`config.mk`:
```
export PLATFORM = sky130hd
export DESIGN_NAME = mul_div_unit
export DESIGN_NICKNAME = d
export VERILOG_FILES = /design/src/rtl/mul_div_unit.sv
export SDC_FILE = /design/constraint.sdc
export NUM_CORES = 1
export LEC_CHECK = 0
export CAP_MARGIN = 20
export CELL_PAD_IN_SITES_DETAIL_PLACEMENT = 0
export CELL_PAD_IN_SITES_GLOBAL_PLACEMENT = 2
export CORE_MARGIN = 4
export CORE_UTILIZATION = 37
export CTS_BUF_LIST = sky130_fd_sc_hd__clkbuf_8
export DETAILED_ROUTE_END_ITERATION = 6
export GPL_ROUTABILITY_DRIVEN = 0
export GPL_TIMING_DRIVEN = 1
export PLACE_DENSITY = 0.79
export SLEW_MARGIN = 0
export SYNTH_ARGS = -nofsm -noshare
export SYNTH_HDL_FRONTEND = slang
export SYNTH_SLANG_ARGS = --single-unit
```
`constraint.sdc`:
```
create_clock -name Clock -period 4.2 [get_ports Clock]
set_input_delay 0.63 -clock Clock [delete_from_list [all_inputs] [get_ports Clock]]
set_output_delay 0.63 -clock Clock [all_outputs]
set_load 0.01 [all_outputs]
```
`src/rtl/mul_div_unit.sv`:
```
// Iterative unsigned multiply/divide unit for the extended ALU ops.
// One shift-add or restoring-divide step per cycle; the result is written back with a one-cycle strobe.
module mul_div_unit #(
   parameter int WIDTH   = 24,
   parameter int REGADDR = 4
) (
   input  logic               Clock,
   input  logic               Reset_n,
   input  logic               Start,
   input  logic [1:0]         Op,
   input  logic [WIDTH-1:0]   ReadRS,
   input  logic [WIDTH-1:0]   ReadRT,
   input  logic [REGADDR-1:0] DestIn,
   output logic               Busy,
   output logic               Done,
   output logic               RegWrite,
   output logic [WIDTH-1:0]   Result,
   output logic [REGADDR-1:0] DestOut
);

   typedef enum logic [1:0] {IDLE, RUN, DONE} state_t;

   state_t               stateReg, stateNext;
   logic [4:0]           countReg, countNext;
   logic [1:0]           opReg, opNext;
   logic [WIDTH-1:0]     aReg, aNext, bReg, bNext;
   logic [2*WIDTH-1:0]   accReg, accNext;
   logic [WIDTH:0]       remReg, remNext;
   logic [REGADDR-1:0]   destReg, destNext, destOutReg, destOutNext;
   logic [WIDTH-1:0]     resultReg, resultNext;

   logic [WIDTH:0]       mulSum;
   logic [2*WIDTH-1:0]   mulStep;
   logic [WIDTH:0]       divTrial, divDiff, divRem;
   logic                 qBit;
   logic [WIDTH-1:0]     quotStep;

   // Multiply: add multiplicand into the upper half when the multiplier LSB is set, then shift right.
   assign mulSum  = {1'b0, accReg[2*WIDTH-1:WIDTH]} + (accReg[0] ? {1'b0, aReg} : {(WIDTH+1){1'b0}});
   assign mulStep = {mulSum, accReg[WIDTH-1:1]};

   // Divide: the lower half of acc holds the dividend shifting out and the quotient shifting in.
   // Since remainder < divisor, the trial fits in WIDTH+1 bits and bit WIDTH of the difference is the borrow.
   assign divTrial = {remReg[WIDTH-1:0], accReg[WIDTH-1]};
   assign divDiff  = divTrial - {1'b0, bReg};
   assign qBit     = ~divDiff[WIDTH];
   assign divRem   = qBit ? divDiff : divTrial;
   assign quotStep = {accReg[WIDTH-2:0], qBit};

   always_ff @(posedge Clock or negedge Reset_n) begin
      if (!Reset_n) begin
         stateReg   <= IDLE;
         countReg   <= '0;
         opReg      <= '0;
         aReg       <= '0;
         bReg       <= '0;
         accReg     <= '0;
         remReg     <= '0;
         destReg    <= '0;
         destOutReg <= '0;
         resultReg  <= '0;
      end else begin
         stateReg   <= stateNext;
         countReg   <= countNext;
         opReg      <= opNext;
         aReg       <= aNext;
         bReg       <= bNext;
         accReg     <= accNext;
         remReg     <= remNext;
         destReg    <= destNext;
         destOutReg <= destOutNext;
         resultReg  <= resultNext;
      end
   end

   always_comb begin
      stateNext   = stateReg;
      countNext   = countReg;
      opNext      = opReg;
      aNext       = aReg;
      bNext       = bReg;
      accNext     = accReg;
      remNext     = remReg;
      destNext    = destReg;
      destOutNext = destOutReg;
      resultNext  = resultReg;
      case (stateReg)
         IDLE: begin
            if (Start) begin
               opNext    = Op;
               aNext     = ReadRS;
               bNext     = ReadRT;
               destNext  = DestIn;
               countNext = '0;
               remNext   = '0;
               accNext   = Op[1] ? {{WIDTH{1'b0}}, ReadRS} : {{WIDTH{1'b0}}, ReadRT};
               if (Op[1] && (ReadRT == '0)) begin
                  stateNext   = DONE;
                  resultNext  = Op[0] ? ReadRS : {WIDTH{1'b1}};
                  destOutNext = DestIn;
               end else begin
                  stateNext = RUN;
               end
            end
         end
         RUN: begin
            countNext = countReg + 5'd1;
            accNext   = opReg[1] ? {accReg[2*WIDTH-1:WIDTH], quotStep} : mulStep;
            remNext   = opReg[1] ? divRem : remReg;
            if (countReg == 5'(WIDTH-1)) begin
               stateNext   = DONE;
               destOutNext = destReg;
               case (opReg)
                  2'b00:   resultNext = mulStep[WIDTH-1:0];
                  2'b01:   resultNext = mulStep[2*WIDTH-1:WIDTH];
                  2'b10:   resultNext = quotStep;
                  default: resultNext = divRem[WIDTH-1:0];
               endcase
            end
         end
         DONE:    stateNext = IDLE;
         default: stateNext = IDLE;
      endcase
   end

   assign Busy     = (stateReg != IDLE);
   assign Done     = (stateReg == DONE);
   assign RegWrite = (stateReg == DONE);
   assign Result   = resultReg;
   assign DestOut  = destOutReg;

endmodule

```
==> flow_summary.yaml, run 1 <==
timing:
  hold_violations: 0
  min_period_ns: 3.80
  worst_pin_slew_ns: 0.958
  fmax_mhz: 263
  finalClockSkew_ns: 0.0240
  grt_setup_unrepaired: "false"
  finalSetupViolations: 0
  max_slew_margin_pct: 36.0
  fin_crit_sh_pct: 90.5
  drv_slew: 0
  finalSetupTns_ns: 0
worst_setup_path:
  worstSetupPathType: "reg -> reg"
  cp-start-kind: "flop"
  crit_arrival_ns: 4.14
  worst_ep_required_time_ns: 4.54
  endpoint_kind: "flop"
  rr_worst_depth: 15
  cp_max_fo: 16
placement:
  dp_hpwl_um: 25300
  port_buffers: 87
grt:
  antenna_found_initial: 0
  grt_pass1_wl_um: 54200
  grt_max_degree: 86
  grt_overflow: 0
  grt_pass1_vias: 8845
  track_usage_pct: 22.8
logic_synthesis:
  synth_area_leaders: "dfrtp_1 (39%), mux2i_1 (6.9%), nand2_1 (6.9%), ha_1 (6.0%), o21ai_0 (5.1%)"
  synthFlopType: "dfrtp_1"
  synth.cell_area_mm2: 0.0103
  synth_edf_count: 0
  ys_async_sr_fraction_pct: 100
  yosysUniqueCellTypes: 60
  synth_nets: 1280
  synth_area_leader_cell: "dfrtp_1"
  synth.yosys.warnings: 0
  seq_area_frac_synth_pct: 39.3
  synthCells: 1172
  ys_ff_latch: 161
  synth_top_area_share_pct: 39.3
  synth_area_per_cell_um2: 8.76
drt:
  firstDrtPassIters: 5
  drt_iter0_drc: 773
  vias_per_cell: 5.54
  num_vias: 8954
  drc_errors: 0
  wl_um: 34500
  wl_per_cell_um: 21.3
  ant_nets: 0
outcome:
  status: "complete, no violations"
floorplan:
  die_w_um: 175
  fp.coreArea_mm2: 0.0271
  die-height_um: 175
  dieArea_mm2: 0.0305
  row_count: 60
  pin_count: 88
  initial_core_util_pct: 37.9
clock_tree:
  insertion_delay_ns: 0.48
  cts_tree: "built"
  numCtsBuffers: 17
  clkSinkCount: 161
  cts_root_buffer: "clkbuf_8"
  clockBufferDepth: 2
  htree_levels: 4
  clk_pin_slew_ns: 0.11
  post_cts_buffers: 0
power:
  p_per_area_mw_per_mm2: 875
  p_leak_nw: 5.31
  irDropWorstVdd_v: 0.000338
layout:
  final_cell_mix: "nand2_1 (189), dfrtp_1 (159), o21ai_0 (104), clkdlybuf4s50_1 (85), nor2_1 (83)"
  drive_gt1_share_pct: 6.43
  layout_commonest_cell: "nand2_1"
  fin_util_pct: 44.0
  fin_nets: 1340
  syn_to_final_growth_pct: 16.1
  multi_input_area_mm2: 0.00577
  diodes: 0
  fillers: 2706
  seqCellArea_mm2: 0.00403
hold_path:
  hp-class: "in -> async"
job:
  maxCapViolations: 0
metal layers:
metal	track usage, %	vias to the layer above	part of all wire, %
li1	-	4288	-
met1	33.3	4340	48
met2	34.9	286	44
met3	3.72	40	5.0
met4	6.28	0	2.3
met5	0	-	0
critical path, stage by stage, from the launching register on:
cell and delay [ns]:
dfrtp_1 0.44, inv_1 0.06, ha_1 0.19, inv_1 0.07, fa_1 0.24, a211oi_1 0.11, o21ai_2 0.24, o2111ai_2 0.16
nand3_2 0.13, nand2_2 0.09, o31a_4 0.41, xnor2_4 0.55, buf_16 0.23, mux2i_1 0.37, mux4_2 0.31, o21ai_1 0.05
metrics by stage:
| step | area, µm² | power, mW | std cells | worst slack [ns] | hold slack, ns |
|---|---|---|---|---|---|
| floorplan | 10300 | 7.23 | 1172 | 0.955 | 0.334 |
| global placement | 11500 | 9.17 | 1584 | 0.275 | 0.452 |
| detailed placement | 11500 | 9.19 | 1584 | 0.191 | 0.456 |
| CTS | 11900 | 10.4 | 1616 | 0.120 | 0.238 |
| global route | 11900 | 11.3 | 1617 | 0.0433 | 0.239 |
| finish | 11900 | 10.4 | 1617 | 0.399 | 0.206 |
cells in the mapped netlist (22+ instances only):
cell type / count
a221oi_1: 22
mux2i_1: 71
clkbuf_1: 57
a22o_1: 22
nor2_1: 84
and2_1: 28
inv_1: 52
ha_1: 49
a21oi_1: 56
xnor2_1: 29
dfrtp_1: 161
a21o_1: 23
o21ai_0: 104
nand2_1: 189
registers in the layout, summed over array words and instances (netlist names):
name,flops
accReg,48
Result,24
aReg,24
bReg,24
remReg,24
countReg,5
DestOut,4
destReg,4
opReg,2
stateReg,2
final timing paths:
kind,slack (ns),startpoint,end
worst min register to register,0.48,aReg[3],aReg[3]
worst max-delay path,0.40,accReg[23],Result[3]
min in group Clock,0.48,aReg[3],aReg[3]
worst max register to register,0.40,accReg[23],Result[3]
worst min-delay path,0.21,Reset_n,bReg[14]
max in group asynchronous,3.09,Reset_n,remReg[21]
cell type report:
cell class                 count  share of cell area (%)
clock inverter                15                    1.27
inverter                      53                    1.67
tap                          372                    3.91
clock buffer                  17                    1.96
multi-input combinational    890                    48.4
timing repair buffer         109                    8.94
sequential                   161                    33.8
logic make-up (layout without fill, tap and decap cells):
logic type | after synthesis | count (layout) | share of synthesized area (%)
simple gates | 389 | 389 | 16.8
compound gates | 327 | 327 | 20.8
flops | 161 | 161 | 39.3
buf+inv | 121 | 194 | 4.57
mux | 81 | 81 | 8.46
fa+ha+maj | 51 | 51 | 6.36
xor+xnor | 42 | 42 | 3.77
timing repair:
item / CTS / global route
hold buffers: 0 / 0
endpoints found under the hold margin: 0 / 0
resized for setup: 0 / 1
endpoints found under the setup margin: 0 / 3
report_power, final:
part	switching (mW)	total, mW	leakage, nW	internal (mW)
Combinational	3.67	6.38	3.16	2.70
Sequential	0.605	2.89	1.95	2.28
Clock	0.671	1.16	0.191	0.488
(Power assumes the default switching activity.)
==> run 2: changes to the inputs <==
CORE_MARGIN = 2   (was 4)
GPL_TIMING_DRIVEN = 0   (was 1)
==> run 2 against run 1 <==
Net effect:
- final cell count is 3.0% higher
- sequential power shrank 3%
- register-to-register slack worse by 0.17 ns
- fmax decreased by 7.9%
- flip-flop and latch count did not move
- critical path type is now in -> reg
- via count is 3.8% higher
==> flow_summary.yaml, run 2 (synthesized netlist as in run 1, its figures left out) <==
timing:
  drv_slew: 0
  fmax_mhz: 242
  finalClockSkew_ns: 0.0233
  finalSetupTns_ns: 0
  min_period_ns: 4.13
  fin_crit_sh_pct: 98.3
  grt_setup_unrepaired: "false"
  finalSetupViolations: 0
  max_slew_margin_pct: 39.5
  hold_violations: 0
  worst_pin_slew_ns: 0.907
worst_setup_path:
  crit_slowest_cell: "nor4_1"
  cp_max_fo: 9
  worstSetupPathType: "in -> reg"
  r2r_slack_ns: 0.23
  worst_ep_required_time_ns: 4.56
  cp-start-kind: "input port"
  endpoint_kind: "flop"
  worst_path_dominant_cell_family: "simple AND/OR/NAND/NOR gates"
  cp_num_buf_inv: 2
  max_stage_delay_ns: 0.68
  crit_chain: "clkdlybuf4s50_1 -> nor4_1 -> nand4_1 -> nor2_1 -> nand3_1 -> a21o_1 -> clkinv_1 -> nand2_1 -> nor2_1 -> a211oi_1 -> o311a_1"
  crit_arrival_ns: 4.49
  cpMostUsedCell: "nor2_1"
clock_tree:
  cts_hold_buf: 0
  cts_tree: "built"
  clkSinkCount: 161
  clockBufferDepth: 2
  htree_levels: 4
  cts_root_buffer: "clkbuf_8"
  clk_pin_slew_ns: 0.10
  insertion_delay_ns: 0.49
  numCtsBuffers: 17
power:
  p_per_area_mw_per_mm2: 890
  p_leak_nw: 5.32
  irDropWorstVdd_v: 0.000348
layout:
  fin_nets: 1388
  layout_commonest_cell: "nand2_1"
  design_area_mm2: 0.0121
  drive_gt1_share_pct: 5.18
  syn_to_final_growth_pct: 17.6
  largest_register: "accReg"
  diodes: 0
  largest_reg_flops: 48
  final_cell_mix: "nand2_1 (189), dfrtp_1 (160), o21ai_0 (103), clkdlybuf4s50_1 (85), nor2_1 (84)"
drt:
  wl_per_cell_um: 22.5
  wl_um: 37500
  firstDrtPassIters: 5
  drt_iter0_drc: 695
  drc_errors: 0
  ant_nets: 0
  num_vias: 9296
  vias_per_cell: 5.58
grt:
  track_usage_pct: 26.7
  grt_max_degree: 87
  grt_pass1_vias: 9078
  grt_pass1_wl_um: 57400
  grt_overflow: 0
  antenna_found_initial: 0
outcome:
  status: "complete, no violations"
hold_path:
  hp-class: "in -> async"
floorplan:
  row_count: 60
  die-height_um: 171
  pin_count: 88
  die_w_um: 171
  fp.coreArea_mm2: 0.0271
  initial_core_util_pct: 37.9
  dieArea_mm2: 0.0291
job:
  maxCapViolations: 0
placement:
  dp_hpwl_um: 28900
  post_dp_cell_area_mm2: 0.0116
  port_buffers: 86
[run 2: changes by cell type in the layout (fill, tap and decap cells not counted), sizes merged]
cell	delta
bufinv	+1
inv	-1
clkinvlp	-2
clkbuf	+57
buf	-9
clkinv	+2
[run 2: worst paths after layout]
| check | start | end | depth (start not counted) |
|---|---|---|---|
| max | ReadRT[1] | Result[12] | 11 |
| min | Reset_n | bReg[8] | 1 |
| max reg2reg | accReg[23] | Result[2] | 16 |
| min reg2reg | aReg[21] | aReg[21] | 2 |
| max in group asynchronous | Reset_n | DestOut[0] | 2 |
| min in group Clock | aReg[21] | aReg[21] | 2 |
[run 2: where the power goes]
part	switching [mW]	internal (mW)	leakage (nW)
sequential	0.530	2.28	1.95
combinational	4.01	2.68	3.17
clock	0.697	0.544	0.203
total	5.24	5.50	5.32
[run 2: through the flow]
stage | hold WS [ns] | worst slack (ns) | std cells | utilization (%) | total power, mW
floorplan | 0.334 | 0.955 | 1172 | - | 7.23
global placement | 0.455 | -4.70 | 1630 | 42.8 | 9.39
detailed placement | 0.457 | -0.202 | 1631 | 42.9 | 9.43
CTS | 0.166 | 0.0969 | 1664 | 44.4 | 10.7
global route | 0.190 | 0.0252 | 1665 | 44.5 | 11.6
finish | 0.145 | 0.0718 | 1665 | 44.5 | 10.7
[run 2: routing by layer]
| metal | vias up | routed length (µm) | GRT usage [%] |
|---|---|---|---|
| li1 | 4374 | - | - |
| met2 | 306 | 16000 | 39.7 |
| met5 | - | 0 | 0 |
| met4 | 0 | 752 | 6.91 |
| met1 | 4577 | 18600 | 40.1 |
| met3 | 39 | 2090 | 4.42 |
[run 2: worst register-to-register path, cell delays in order, from the launching register on]
cell and delay [ns]:
dfrtp_1 0.52, inv_1 0.08, ha_1 0.21, inv_1 0.07
fa_1 0.27, a211oi_2 0.11, o21ai_2 0.30, o2111ai_2 0.19
nand3_2 0.14, nand2_2 0.10, o31a_4 0.41, xnor2_4 0.16
buf_6 0.20, clkbuf_1 0.48, nand2_1 0.15, a31oi_1 0.30
o21ai_0 0.14
[run 2: final cells by class]
cell class | instances | area, µm²
clock inverters | 15 | 169
repair buffers | 89 | 908
well taps | 372 | 465
multi-input cells | 890 | 5790
fillers | 2759 | 15000
plain buffers | 68 | 273
inverters | 53 | 199
flip-flops and latches | 161 | 4030
clock buffers | 17 | 234
[run 2: timing repair]
action,in CTS,in global routing
endpoints found under the setup margin,2,9
pin swaps,1,1
resized for setup,3,6
setup buffers,1,1
==> patch: new RTL, config.mk and constraints of run 1 <==
Encoding of `state_t`: now one-hot (3 bits for 3 states).
--- a/src/rtl/mul_div_unit.sv
+++ b/src/rtl/mul_div_unit.sv
@@ -20,3 +20,3 @@
 
-   typedef enum logic [1:0] {IDLE, RUN, DONE} state_t;
+   typedef enum logic [2:0] {IDLE = 3'b001, RUN = 3'b010, DONE = 3'b100} state_t;
 
Formal check against the unedited RTL: same outputs for any inputs over 10 cycles, from zero or initial values and one cycle with Reset_n low; not proved beyond that.
==> patch against run 1 <==
Design area grew 1.2%. Fmax rose by 7.3%. Synthesized area grew 1.8%. Worst hold slack lost 0.0013 ns. Sequential cell count is 1 higher. Routed wire length fell by 1.4%. Total power is 27% lower. Worst setup slack better by 0.26 ns.
==> patch: results <==
set metrics [dict create \
    synth_xor_area_share_pct 3.437 \
    drive_above_1_share_pct 8.852 \
    cts.reportedPaths.clkPinSlew_ns 0.10 \
    cpPeakStageDelay_ns 0.51 \
    numCtsBuffers 17 \
    drt_iter0_drc 662 \
    avgViaCountPerCell 5.583 \
    regMostFlops "accReg" \
    grt_pass1_wl_um 53390 \
    synth_compound_area_share_pct 22.25 \
    crit_start "accReg[23]" \
    grt_pass1_vias 8815 \
    yosysSeqAreaShare_pct 38.81 \
    yosysWarnings 0 \
    critPathMaxFanout 13 \
    synth_mux_area_share_pct 10.63 \
    p_sw_uw 3400 \
    reg2reg_setup_slack_ns 0.66 \
    ys_top_cells_by_area "dfrtp_1 (39%), mux2i_1 (6.3%), o21ai_0 (6.1%)" \
    hold_class "in -> async" \
    ir_drop_v 0.0004939 \
    syn_nets 1257 \
    status "complete, no violations" \
    htreeDepth 4 \
    post_cts_buffers 0 \
    root_buffer "clkbuf_8" \
    finClkSkew_ns 0.02567 \
    antenna_cells 0 \
    async_flop_share_pct 100.0 \
    dp_hpwl_um 24530 \
    grt_use_total_pct 22.10 \
    cts_buffer_depth 2 \
    worst_skew_pair.late_latency_ns 0.48 \
    max_slew_margin_pct 40.30 \
    antenna_found_initial 0 \
    grt_start_max_net_pins 134 \
    slowest_stage "mux2i_1" \
    wl_per_cell_um 21.25 \
    cp_top_family "compound AO/OA/AOI/OAI gates" \
    drtPass1Iterations 5 \
    leakage_uw 0.005385 \
    post_cts_resized 0 \
    synthAdderAreaFrac_pct 6.251 \
    yosys.cell_types.count 72 \
    largest_reg_flops 48 \
    drc 0 \
    synth_flop_cell "dfrtp_1" \
    dpl_cell_area_mm2 0.01168 \
    io_buffers 87 \
    synth.top_cells.by_count "dfrtp_1 (161), nand2_1 (141), o21ai_0 (128), a21oi_1 (69), mux2i_1 (66)" \
]
==> patch: changes by cell type in the layout (fill, tap and decap cells not counted), sizes merged, moves of 6 or more <==
| cell | delta |
|---|---|
| o211ai | +15 |
| inv | -13 |
| mux2 | +34 |
| o21ai | +29 |
| o31a | -6 |
| nor2 | -37 |
| nand2 | -49 |
| a21oi | +13 |
| a211o | +9 |
| a31oi | -9 |
| a221oi | -17 |
| o21a | -7 |
| or3 | -7 |
| nor2b | +8 |
==> patch: cell families after synthesis <==
| kind of cell | after synthesis |
|---|---|
| xor gates and xnor gates | 41 |
| muxes | 106 |
| DFF | 162 |
| buffers and inverters | 112 |
| adders and majority gates | 51 |
| and+or+nand+nor | 312 |
| AOI/OAI and AO/OA | 365 |
==> patch: worst register-to-register path, stage by stage, from the launching register on <==
cell	delay [ns]
dfrtp_1	0.44
inv_1	0.15
ha_1	0.21
inv_1	0.06
fa_1	0.41
a21o_1	0.20
nand4_1	0.14
a21oi_1	0.12
a211o_1	0.33
a21o_1	0.19
nand3_2	0.10
buf_4	0.25
mux2i_1	0.52
a211o_1	0.20
o211ai_1	0.08
==> patch: path summary, 6_finish.rpt <==
check / endpoint / cells after the start
min reg2reg: DestOut[1] / 2
max reg2reg: Result[18] / 14
max in group asynchronous: accReg[41] / 2
max: Result[18] / 14
min in group Clock: DestOut[1] / 2
min: remReg[6] / 1
==> patch: final cells by class <==
cell class | count | area [um2]
repair buffers | 109 | 1057
fillers | 2739 | 15800
clock buffers | 18 | 247.7
multi-input cells | 875 | 5938
clock inverters | 14 | 131.4
flip-flops and latches | 162 | 4056
inverters | 42 | 157.7
well taps | 378 | 473.0
==> patch: through the flow <==
step                      hold slack, ns  power (uW)  setup slack, ns  utilization [%]  instances
after floorplan                   0.3344        5278            1.072                -       1149
after global placement            0.4710        6397           0.7280            41.94       1566
after detailed placement          0.4739        6428           0.7233            41.94       1566
after CTS                         0.2261        7614           0.6665            43.30       1598
after global routing              0.2497        8192           0.3430            43.30       1598
final                             0.2043        7570           0.6571            43.30       1598
==> patch: power groups by stage <==
stage	Combinational, uW	Clock (uW)	Sequential, uW
4_1_cts	4030	1200	2390
6_report	4000	1170	2390
3_5_place_dp	4010	0	2420
5_1_grt	4480	1250	2460
3_3_place_gp	3980	0	2410
2_1_floorplan	2970	0	2310
==> patch: layer usage <==
layer	GRT usage (%)	up-vias	routed length, um
li1	-	4276	-
met1	31.54	4397	15990
met2	35.45	216	15790
met3	3.576	32	1600
met4	5.068	0	575
met5	0	-	0
